**config.mk**
```make
export PLATFORM = sky130hd
export DESIGN_NAME = rand_extractor_flat
export DESIGN_NICKNAME = d
export VERILOG_FILES = /design/src/rtl/rand_extractor_pkg.sv /design/src/rtl/rand_extractor_if.sv /design/src/rtl/rand_extractor_fifo.sv /design/src/rtl/rand_extractor.sv /design/src/flat_wrapper.sv
export SDC_FILE = /design/constraint.sdc
export NUM_CORES = 1
export LEC_CHECK = 0
export ABC_AREA = 0
export CAP_MARGIN = 5
export CORE_MARGIN = 1.5
export CORE_UTILIZATION = 35
export DETAILED_ROUTE_END_ITERATION = 8
export RECOVER_POWER = 25
export SYNTH_ARGS = -nofsm -noshare
export SYNTH_HDL_FRONTEND = slang
export SYNTH_SLANG_ARGS = --single-unit
```
**constraint.sdc**
```tcl
create_clock -name i_clk -period 3.57 [get_ports i_clk]
set_input_delay 0.714 -clock i_clk [delete_from_list [all_inputs] [get_ports i_clk]]
set_output_delay 0.714 -clock i_clk [all_outputs]
set_load 0.01 [all_outputs]
```
**src/rtl/rand_extractor_pkg.sv**
```systemverilog
// Shared constants and types for the rand_extractor conditioning stage.
//   SYM_ZERO / SYM_ONE : raw symbols that survive the Von Neumann debias
//   ext_state_t        : extractor FSM states
//   *_DEF              : default parameter values
package rand_pkg;

  localparam int unsigned WORD_W_DEF     = 8;
  localparam int unsigned FIFO_DEPTH_DEF = 4;
  localparam int unsigned REP_LIMIT_DEF  = 16;

  localparam logic [1:0] SYM_ZERO = 2'b01;
  localparam logic [1:0] SYM_ONE  = 2'b10;

  typedef enum logic [0:0] {
    RUN   = 1'b0,
    FAULT = 1'b1
  } ext_state_t;

endpackage

```
**src/rtl/rand_extractor_if.sv**
```systemverilog
// Output-side bus of rand_extractor: word stream with valid/ready plus status.
//   o_data  : FIFO head word          o_valid : head word available
//   i_ready : consumer accepts head    o_count : FIFO occupancy
//   o_drop  : completed word discarded o_fault : sticky health-test failure
interface rand_extractor_if
  import rand_pkg::*;
#(
  parameter int unsigned WORD_W     = WORD_W_DEF,
  parameter int unsigned FIFO_DEPTH = FIFO_DEPTH_DEF
) ();

  localparam int unsigned CNT_W = $clog2(FIFO_DEPTH + 1);

  logic [WORD_W-1:0] o_data;
  logic              o_valid;
  logic              i_ready;
  logic [CNT_W-1:0]  o_count;
  logic              o_drop;
  logic              o_fault;

  modport master (
    output o_data, o_valid, o_count, o_drop, o_fault,
    input  i_ready
  );

  modport slave (
    input  o_data, o_valid, o_count, o_drop, o_fault,
    output i_ready
  );

endinterface

```
**src/rtl/rand_extractor_fifo.sv**
```systemverilog
// Synchronous first-word-fall-through FIFO holding packed words.
//   i_push/i_data : write (ignored when full unless popping the same cycle)
//   i_pop         : remove head (ignored when empty)
//   i_flush       : drop all contents; overrides push and pop
//   o_data        : head word, o_count/o_full/o_empty : occupancy status
module rand_fifo
  import rand_pkg::*;
#(
  parameter int unsigned WORD_W     = WORD_W_DEF,
  parameter int unsigned FIFO_DEPTH = FIFO_DEPTH_DEF
) (
  input  logic                               i_clk,
  input  logic                               i_reset,
  input  logic                               i_push,
  input  logic [WORD_W-1:0]                  i_data,
  input  logic                               i_pop,
  input  logic                               i_flush,
  output logic [WORD_W-1:0]                  o_data,
  output logic [$clog2(FIFO_DEPTH+1)-1:0]    o_count,
  output logic                               o_full,
  output logic                               o_empty
);

  localparam int unsigned AW    = $clog2(FIFO_DEPTH);
  localparam int unsigned CNT_W = $clog2(FIFO_DEPTH + 1);

  logic [WORD_W-1:0] mem_q [FIFO_DEPTH];
  logic [WORD_W-1:0] mem_d [FIFO_DEPTH];
  logic [AW-1:0]     wr_ptr_q, wr_ptr_d;
  logic [AW-1:0]     rd_ptr_q, rd_ptr_d;
  logic [CNT_W-1:0]  count_q, count_d;

  logic do_pop_c;
  logic do_push_c;

  assign o_full    = (count_q == CNT_W'(FIFO_DEPTH));
  assign o_empty   = (count_q == '0);
  assign o_data    = mem_q[rd_ptr_q];
  assign o_count   = count_q;
  assign do_pop_c  = i_pop && !o_empty;
  // A full FIFO still takes a word when the head leaves in the same cycle.
  assign do_push_c = i_push && (!o_full || do_pop_c);

  // Next-state: pointer/occupancy update, flush has priority.
  always_comb begin
    mem_d    = mem_q;
    wr_ptr_d = wr_ptr_q;
    rd_ptr_d = rd_ptr_q;
    count_d  = count_q;
    if (i_flush) begin
      wr_ptr_d = '0;
      rd_ptr_d = '0;
      count_d  = '0;
    end else begin
      if (do_push_c) begin
        mem_d[wr_ptr_q] = i_data;
        wr_ptr_d        = wr_ptr_q + AW'(1);
      end
      if (do_pop_c) begin
        rd_ptr_d = rd_ptr_q + AW'(1);
      end
      if (do_push_c && !do_pop_c) begin
        count_d = count_q + CNT_W'(1);
      end else if (do_pop_c && !do_push_c) begin
        count_d = count_q - CNT_W'(1);
      end
    end
  end

  // Storage and pointer registers.
  always_ff @(posedge i_clk) begin
    if (i_reset) begin
      mem_q    <= '{default: '0};
      wr_ptr_q <= '0;
      rd_ptr_q <= '0;
      count_q  <= '0;
    end else begin
      mem_q    <= mem_d;
      wr_ptr_q <= wr_ptr_d;
      rd_ptr_q <= rd_ptr_d;
      count_q  <= count_d;
    end
  end

endmodule

```
**src/rtl/rand_extractor.sv**
```systemverilog
// Conditioning stage for the randomizer core: Von Neumann debias of each raw
// 2-bit symbol, MSB-first word packing, word FIFO with valid/ready output and
// a repetition-count health test that latches a sticky fault.
//   i_clk, i_reset : clock, synchronous active-high reset
//   i_en, i_r      : sample strobe and raw symbol
//   out_if         : word stream (data/valid/ready), occupancy, drop, fault
module rand_extractor
  import rand_pkg::*;
#(
  parameter int unsigned WORD_W     = WORD_W_DEF,
  parameter int unsigned FIFO_DEPTH = FIFO_DEPTH_DEF,
  parameter int unsigned REP_LIMIT  = REP_LIMIT_DEF
) (
  input  logic                 i_clk,
  input  logic                 i_reset,
  input  logic                 i_en,
  input  logic [1:0]           i_r,
  rand_extractor_if.master     out_if
);

  localparam int unsigned CNT_W = $clog2(FIFO_DEPTH + 1);
  localparam int unsigned BC_W  = $clog2(WORD_W);
  localparam int unsigned REP_W = $clog2(REP_LIMIT + 1);

  ext_state_t        state_q, state_d;
  logic [WORD_W-2:0] shreg_q, shreg_d;
  logic [BC_W-1:0]   bitcnt_q, bitcnt_d;
  logic [1:0]        prev_q, prev_d;
  logic              prev_vld_q, prev_vld_d;
  logic [REP_W-1:0]  rep_q, rep_d;
  logic              drop_q, drop_d;

  logic              sample_c;
  logic [REP_W-1:0]  rep_inc_c;
  logic              trip_c;
  logic              prod_c;
  logic              bit_c;
  logic              word_done_c;
  logic [WORD_W-1:0] word_c;
  logic              valid_c;
  logic              pop_c;
  logic              push_c;
  logic [WORD_W-1:0] fifo_data;
  logic [CNT_W-1:0]  fifo_count;
  logic              fifo_full;
  logic              fifo_empty;

  assign sample_c    = i_en && (state_q == RUN);
  assign rep_inc_c   = (prev_vld_q && (i_r == prev_q)) ? (rep_q + REP_W'(1)) : REP_W'(1);
  assign trip_c      = sample_c && (rep_inc_c == REP_W'(REP_LIMIT));
  // The tripping sample is consumed by the health test only.
  assign prod_c      = sample_c && !trip_c && ((i_r == SYM_ZERO) || (i_r == SYM_ONE));
  assign bit_c       = (i_r == SYM_ONE);
  assign word_c      = {shreg_q, bit_c};
  assign word_done_c = prod_c && (bitcnt_q == BC_W'(WORD_W - 1));
  assign valid_c     = !fifo_empty && (state_q == RUN);
  assign pop_c       = valid_c && out_if.i_ready;
  assign push_c      = word_done_c && (!fifo_full || pop_c);

  rand_fifo #(
    .WORD_W     (WORD_W),
    .FIFO_DEPTH (FIFO_DEPTH)
  ) u_fifo (
    .i_clk   (i_clk),
    .i_reset (i_reset),
    .i_push  (push_c),
    .i_data  (word_c),
    .i_pop   (pop_c),
    .i_flush (trip_c),
    .o_data  (fifo_data),
    .o_count (fifo_count),
    .o_full  (fifo_full),
    .o_empty (fifo_empty)
  );

  assign out_if.o_data  = fifo_data;
  assign out_if.o_valid = valid_c;
  assign out_if.o_count = fifo_count;
  assign out_if.o_drop  = drop_q;
  assign out_if.o_fault = (state_q == FAULT);

  // Next-state: health test, FSM and packer.
  always_comb begin
    state_d    = state_q;
    shreg_d    = shreg_q;
    bitcnt_d   = bitcnt_q;
    prev_d     = prev_q;
    prev_vld_d = prev_vld_q;
    rep_d      = rep_q;
    drop_d     = 1'b0;

    if (sample_c) begin
      prev_d     = i_r;
      prev_vld_d = 1'b1;
      rep_d      = rep_inc_c;
    end

    if (trip_c) begin
      state_d  = FAULT;
      shreg_d  = '0;
      bitcnt_d = '0;
    end else if (prod_c) begin
      shreg_d  = word_c[WORD_W-2:0];
      bitcnt_d = word_done_c ? '0 : (bitcnt_q + BC_W'(1));
      drop_d   = word_done_c && fifo_full && !pop_c;
    end
  end

  // State registers.
  always_ff @(posedge i_clk) begin
    if (i_reset) begin
      state_q    <= RUN;
      shreg_q    <= '0;
      bitcnt_q   <= '0;
      prev_q     <= '0;
      prev_vld_q <= 1'b0;
      rep_q      <= '0;
      drop_q     <= 1'b0;
    end else begin
      state_q    <= state_d;
      shreg_q    <= shreg_d;
      bitcnt_q   <= bitcnt_d;
      prev_q     <= prev_d;
      prev_vld_q <= prev_vld_d;
      rep_q      <= rep_d;
      drop_q     <= drop_d;
    end
  end

endmodule

```
**src/flat_wrapper.sv**
```systemverilog
// flat-port wrapper written by rule: the top's interface ports become plain ports
module rand_extractor_flat import rand_pkg::*;
#(
  parameter int unsigned WORD_W     = WORD_W_DEF,
  parameter int unsigned FIFO_DEPTH = FIFO_DEPTH_DEF,
  parameter int unsigned REP_LIMIT  = REP_LIMIT_DEF
)
  (i_clk, i_reset, i_en, i_r, out_if_o_data, out_if_o_valid, out_if_o_count, out_if_o_drop, out_if_o_fault, out_if_i_ready);
  rand_extractor_if #(.WORD_W(WORD_W), .FIFO_DEPTH(FIFO_DEPTH)) out_if_i ();
  input  logic i_clk;
  input  logic i_reset;
  input  logic i_en;
  input  logic [1:0] i_r;
  output wire logic [$bits(out_if_i.o_data)-1:0] out_if_o_data;
  output wire logic [$bits(out_if_i.o_valid)-1:0] out_if_o_valid;
  output wire logic [$bits(out_if_i.o_count)-1:0] out_if_o_count;
  output wire logic [$bits(out_if_i.o_drop)-1:0] out_if_o_drop;
  output wire logic [$bits(out_if_i.o_fault)-1:0] out_if_o_fault;
  input wire logic [$bits(out_if_i.i_ready)-1:0] out_if_i_ready;
  assign out_if_o_data = out_if_i.o_data;
  assign out_if_o_valid = out_if_i.o_valid;
  assign out_if_o_count = out_if_i.o_count;
  assign out_if_o_drop = out_if_i.o_drop;
  assign out_if_o_fault = out_if_i.o_fault;
  assign out_if_i.i_ready = out_if_i_ready;
  rand_extractor #(.WORD_W(WORD_W), .FIFO_DEPTH(FIFO_DEPTH), .REP_LIMIT(REP_LIMIT)) u_core (.i_clk(i_clk), .i_reset(i_reset), .i_en(i_en), .i_r(i_r), .out_if(out_if_i));
endmodule
```
==> results.md, run 1 <==
- Gate power share: 7.5%
- Place WS: 0.349 ns
- Clk_lat worst skew: 0.33 ns
- Post-synth EDFFs: 0
- Reg clk slew, reported paths: 0.06 ns
- Top-count cell post-synth: dfxtp_1
- Fin crit share: 82.4%
- Yosys top cell by area: dfxtp_1
- PortBufs: 19
- Crit. End Element: register
- Core region area: 0.00777 mm²
- Top cells by area, synth: dfxtp_1 (42%), mux2i_1 (14%), nand2b_1 (9.3%), mux4_2 (6.4%), ha_1 (4.0%)
- CP Max Fanout: 3
- Final setup fails: 0
- Reg2Reg Depth: 12
- Kind of critical path: in2reg
- Chip Height: 92.6 µm
- Die area: 0.00858 mm²
- Main synth FF type: dfxtp_1
- Synth Cell Area: 0.00281 mm²
- Die W: 92.6 µm
- Pint: 1.02 mW
- Synth Warn #: 0
- Setup ws final: 0.630 ns
- Worst vdd ir: 0.000172 V
- Global-route wire length before repair: 8.94 mm
- Iteration-0 DRC Markers: 91
- Syn-to-layout area delta: 16.2%
- Crit path cell chain: dlygate4sd3_1 -> inv_1 -> ha_1 -> nor2_1 -> o31ai_4 -> nor2_1 -> ha_1 -> inv_1 -> fa_1 -> xor2_1 -> nor2_1 -> xnor2_1 -> nor2_1
- CTS resizes: 0
- Slew headroom: 54.6%
- Total Neg Setup Slack: 0 ns
- Unrepaired setup endpoints after global routing: no
- NumNets Final: 313
- Final WL: 5.18 mm
- Count of cell types in the netlist: 34
- TritonCTS clock tree: yes
- Power Density: 407 mW/mm²
- Final-report hold violation count: 0
- Critical Path Most Common Cell: nor2_1
- Max clock buf depth: 2
- Syn_area_per_cell: 10.3 µm²
- Routability cong.: 0.783
- WP data required: 3.77 ns
- Hold Crit Depth: 2
- FMAX: 0.340 GHz
- Clk sinks: 59
- Clock skew: 0.00511 ns
- Post-CTS Setup Bufs: 0
- Top cell type's share of synthesized area: 42.0%
- Net switching power: 0.307 mW
- HPWL after DPL: 3.46 mm
- Hold-fix buffers, CTS: 0
- Worst setup SP type: primary input
- Post-synthesis cell count: 274
- Asr flop ratio synth: 0%
- Final hold slack: 0.461 ns
- Synthesized net count: 290
- Global Route met3 Usage: 5.34%
- Residual DRC: 0
- CP max-delay cell: dlygate4sd3_1
- Row cnt: 32
- Remaining antenna violation count: 0
- Sequential area share after synthesis: 42.0%
- Flop pwr share: 51.5%
- Arrival @ worst endpoint: 3.14 ns
- Crit path buf inv count: 3
- Worst-Margin Slew: 0.680 ns
- IO Count: 20
- Slowest cell delay on critical path: 0.59 ns
- Number of CTS-inserted buffers: 9
- Gr usage total: 13.4%
- Clock Power Share: 41.0%
- Inserted Diodes: 0
- CTS H-tree lvls: 3
- Worst min path class: reg2reg
- Fraction of layout cells with a size suffix above 1: 11.3%
- DR vias: 1928
- Congestion Overflow GR: 0
- Switching part of the total: 23.1%
- Largest net degree at the start of global routing: 50
- Tmin final: 2.94 ns
- Met1 Resource Use GR: 17.1%
- Max Cap Violations: 0
- Delay-heaviest family, CP: adder cells
- Slew Limit Fails: 0
- DR vias/cell: 4.78
- Met2 Usage GRT: 20.8%
- GRT Max-Usage Layer: met2
- Effective utilization at floorplan: 36.2%
- Pleak: 1.35 nW
- Drt wl/cell: 12.8 µm
- Util after Layout: 42.0%
- DR pass1 iterations: 4
- CTS Root Cell: clkbuf_8
- WP depth: 13
- Commonest cells in the netlist: dfxtp_1 (59), nand2b_1 (42), mux2i_1 (40), nor2_1 (25), nand2_1 (12)
- Initial antenna violation count: 0
- Vias in the first global route: 1878
- #FFs+latches synth: 59
- Status: finished clean
state kept, by name, indices dropped and copies added (netlist names):
register	count
u_core.u_fifo.mem_q	32
u_core.shreg_q	7
u_core.rep_q	5
u_core.bitcnt_q	3
u_core.u_fifo.o_count	3
u_core.prev_q	2
u_core.u_fifo.rd_ptr_q	2
u_core.u_fifo.wr_ptr_q	2
u_core.out_if.o_drop	1
u_core.out_if.o_fault	1
u_core.prev_vld_q	1
layer usage:
| layer | wire length [µm] | vias up |
|---|---|---|
| li1 | - | 980 |
| met1 | 2570 | 912 |
| met2 | 2360 | 28 |
| met3 | 187 | 8 |
| met4 | 63 | 0 |
| met5 | 0 | - |
power by group through the flow:
stage	Clock, mW	Sequential, mW	Combinational (mW)
6_report	0.544	0.685	0.0998
2_1_floorplan	0	0.691	0.0807
5_1_grt	0.597	0.687	0.111
4_1_cts	0.565	0.685	0.103
3_3_place_gp	0	0.700	0.101
3_5_place_dp	0	0.700	0.102
worst reg2reg max path, delay by kind of cell, from the launching register on:
family,cells,cell delay [ns]
flip-flops,1,0.35
adder cells (fa/ha/maj),3,0.89
AND/OR/NAND/NOR,4,0.49
XOR/XNOR,2,0.29
AO/OA/AOI/OAI,2,0.34
buffers and inverters,1,0.06
layout make-up:
type | count | area [µm²]
Sequential cell | 59 | 1180
Clock inverter | 2 | 10.0
Fill cell | 764 | 4500
Clock buffer | 13 | 169
Inverter | 11 | 41.3
Timing Repair Buffer | 27 | 246
Tap cell | 102 | 128
Multi-Input combinational cell | 189 | 1490
logic make-up (layout without fill, tap and decap cells):
family	after synthesis	after routing	synth area share (%)
buffers and inverters	26	53	4.98
flip-flops	59	59	42.0
XOR/XNOR	9	9	2.80
multiplexers	48	48	20.6
AND/OR/NAND/NOR	102	102	19.8
AO/OA/AOI/OAI	20	20	4.98
adder cells (fa/ha/maj)	10	10	4.72
metrics by stage:
stage | power [mW] | area [µm²] | cells
finish | 1.33 | 3270 | 403
global route | 1.39 | 3270 | 403
CTS | 1.35 | 3270 | 403
detailed placement | 0.802 | 3090 | 388
global placement | 0.801 | 3090 | 388
floorplan | 0.772 | 2810 | 274
path summary, 6_finish.rpt:
| path | from | to | slack, ns |
|---|---|---|---|
| worst max-delay path | i_r[0] | u_core.u_fifo.o_count[2] | 0.63 |
| worst min-delay path | u_core.bitcnt_q[2] | u_core.bitcnt_q[2] | 0.46 |
| worst max register to register | u_core.rep_q[0] | u_core.u_fifo.o_count[2] | 1.02 |
| worst min register to register | u_core.bitcnt_q[2] | u_core.bitcnt_q[2] | 0.46 |
placed cells by master, fill, tap and decap left out, types with 2 or more instances in the layout:
cell type,n
a21oi_1,10
buf_4,7
clkbuf_1,2
clkbuf_8,12
clkdlybuf4s50_1,12
clkinv_2,2
dfxtp_1,59
dlygate4sd3_1,7
ha_1,9
inv_1,11
mux2i_1,40
mux4_2,8
nand2_1,12
nand2b_1,42
nand3_1,5
nor2_1,25
nor2b_1,2
nor3_1,4
o21ai_0,3
or3_1,5
or3b_1,2
xnor2_1,4
xor2_1,5
Power figures use the tool's default switching activity.
==> run 2, diff against run 1 <==
Clock period 3.57 ns to 3.01 ns, I/O delays scaled along.
==> run 2 against run 1 <==
The run now ends with capacitance limit, slew limit left. Die area stayed put. Sequential power is 18% higher. Core utilization is 0.92 points higher. Critical path depth is 11 lower. Wire length is 0.56% lower. Total power is 26% higher. Critical path type is now reg2out. Critical endpoint is now out_if_o_data[1]. Largest cell class unchanged. Largest power group unchanged.
==> results.md, run 2 (same netlist as run 1, synthesis figures left out) <==
- Status: finished, violations left (was finished clean)
- Failing checks: capacitance limit, slew limit
- Crit path buf inv count: 1 (was 3)
- Worst min path class: reg2reg (unchanged)
- Global-route wire length before repair: 8.83 mm (was 8.94 mm)
- CTS resizes: 0 (unchanged)
- DR vias: 1935 (was 1928)
- NumNets Final: 319 (was 313)
- Flop pwr share: 48.3% (was 51.5%)
- Final setup fails: 0 (unchanged)
- Residual DRC: 0 (unchanged)
- Slowest cell delay on critical path: 0.71 ns (was 0.59 ns)
- Worst-Margin Slew: 1.65 ns (was 0.680 ns)
- Net switching power: 0.374 mW (was 0.307 mW)
- DR pass1 iterations: 4 (unchanged)
- Worst vdd ir: 0.000239 V (was 0.000172 V)
- Most frequent cells in the layout: dfxtp_1 (59), nand2b_1 (42), mux2i_1 (40), nor2_1 (25) (unchanged)
- Switching part of the total: 22.3% (was 23.1%)
- Pleak: 1.39 nW (was 1.35 nW)
- Iteration-0 DRC Markers: 32 (was 91)
- Max Cap Violations: 1 (was 0)
- Final-report hold violation count: 0 (unchanged)
- Total Neg Setup Slack: 0 ns (unchanged)
- Largest net degree at the start of global routing: 50 (unchanged)
- Die area: 0.00858 mm² (unchanged)
- Remaining antenna violation count: 0 (unchanged)
- Post-CTS Setup Bufs: 0 (unchanged)
- Gate power share: 7.5% (about the same)
- Core region area: 0.00777 mm² (unchanged)
- Total Power: 1.68 mW (was 1.33 mW)
- Fraction of layout cells with a size suffix above 1: 13.0% (was 11.3%)
- Row cnt: 32 (unchanged)
- Power Density: 503 mW/mm² (was 407 mW/mm²)
- Reg with most FFs: u_core.u_fifo.mem_q (unchanged)
- FMAX: 0.367 GHz
- Number of CTS-inserted buffers: 9 (unchanged)
- Chip Height: 92.6 µm (unchanged)
- Inserted Diodes: 0 (unchanged)
- Routability cong.: 0.809 (was 0.783)
- WP data required: 2.41 ns (was 3.77 ns)
- IO Count: 20 (unchanged)
- HPWL after DPL: 3.47 mm (was 3.46 mm)
- Initial antenna violation count: 0 (unchanged)
- Clock Power Share: 44.2% (was 41.0%)
- CTS H-tree lvls: 3 (unchanged)
- CP Max Fanout: 9 (was 3)
- PortBufs: 19 (unchanged)
- Clk_lat worst skew: 0.33 ns (about the same)
- Drt wl/cell: 12.6 µm (was 12.8 µm)
- Worst setup SP type: register (was primary input)
- TritonCTS clock tree: yes (unchanged)
- CTS Root Cell: clkbuf_8 (unchanged)
- Effective utilization at floorplan: 36.2% (unchanged)
- Congestion Overflow GR: 0 (unchanged)
- Gr usage total: 13.3% (was 13.4%)
- Slew headroom: -10.0% (was 54.6%)
- Hold-fix buffers, CTS: 0 (unchanged)
- Design area: 0.00334 mm² (was 0.00327 mm²)
- Vias in the first global route: 1904 (was 1878)
- Delay-heaviest family, CP: flip-flops (was adder cells)
- Top flop regs: u_core.u_fifo.mem_q (32), u_core.shreg_q (7), u_core.rep_q (5) (unchanged)
- Unrepaired setup endpoints after global routing: no (unchanged)
- Max clock buf depth: 2 (unchanged)
- Most common cell after layout, fill and taps aside: dfxtp_1 (unchanged)
- Area after DPL: 0.00314 mm² (was 0.00309 mm²)
- Crit path cell chain: mux4_2 -> clkdlybuf4s50_1 (was dlygate4sd3_1 -> inv_1 -> ha_1 -> nor2_1 -> o31ai_4 -> nor2_1 -> ha_1 -> inv_1 -> fa_1 -> xor2_1 -> nor2_1 -> xnor2_1 -> nor2_1)
- Util after Layout: 43.0% (was 42.0%)
- Kind of critical path: reg2out (was in2reg)
- DR vias/cell: 4.72 (was 4.78)
- Final WL: 5.15 mm (was 5.18 mm)
- Clock skew: 0.00733 ns (was 0.00511 ns)
- CP max-delay cell: dfxtp_1 (was dlygate4sd3_1)
- Pint: 1.30 mW (was 1.02 mW)
- Tmin final: 2.72 ns
- Reg clk slew, reported paths: 0.06 ns (about the same)
- Slew Limit Fails: 50 (was 0)
- Arrival @ worst endpoint: 2.12 ns (was 3.14 ns)
- Fin crit share: 90.5%
- Die W: 92.6 µm (unchanged)
- Syn-to-layout area delta: 18.7% (was 16.2%)
- Clk sinks: 59 (unchanged)
- Max reg flops: 32 (unchanged)
- Crit. End Element: output pin (was register)
-- run 2: cell count changes in the layout (fill, tap and decap cells not counted), sizes merged --
cell      delta
clkbuf       +1
bufinv       +1
buf          +4
clkinvlp     +1
-- run 2: power by group through the flow --
| stage | combinational [mW] | sequential [mW] | clock [mW] |
|---|---|---|---|
| floorplan | 0.0957 | 0.820 | 0 |
| global placement | 0.129 | 0.828 | 0 |
| detailed placement | 0.130 | 0.829 | 0 |
| CTS | 0.131 | 0.812 | 0.767 |
| global route | 0.139 | 0.813 | 0.807 |
| finish | 0.126 | 0.811 | 0.742 |
-- run 2: layer usage --
metal  part of all wire (%)  track usage (%)  vias up
met5                      0                0        -
met4                   0.47             3.66        0
met3                    3.5             5.17        4
met2                     47             21.4       28
met1                     49             16.7      908
li1                       -                -      995
-- run 2: path summary, 6_finish.rpt --
path	start	slack [ns]	to	depth (start not counted)
hold / removal	u_core.bitcnt_q[1]	0.46	u_core.bitcnt_q[1]	2
hold reg to reg	u_core.bitcnt_q[1]	0.46	u_core.bitcnt_q[1]	2
setup / recovery	u_core.u_fifo.rd_ptr_q[0]	0.29	out_if_o_data[1]	2
setup reg to reg	u_core.rep_q[0]	0.43	u_core.u_fifo.mem_q[9]	7
-- run 2: metrics by stage --
step	std cells	worst slack [ns]	hold slack, ns
global route	410	0.159	0.493
floorplan	274	0.303	0.434
detailed placement	394	0.0148	0.457
CTS	410	0.221	0.465
finish	410	0.285	0.460
global placement	394	0.0565	0.443
-- run 2: worst register-to-register path: stages, from the launching register on --
cell	delay, ns
dfxtp_1	0.41
ha_1	0.28
nor4b_1	0.32
a22oi_2	0.13
o31ai_4	0.27
buf_4	0.32
or3_1	0.54
mux2i_1	0.24
-- run 2: cell type report --
type                            count  area [µm²]
Fill cell                         775        4430
Multi-Input combinational cell    189        1490
Sequential cell                    59        1180
Timing Repair Buffer               33         284
Clock buffer                       12         165
Tap cell                          102         128
Clock inverter                      4        47.5
Inverter                           11        41.3
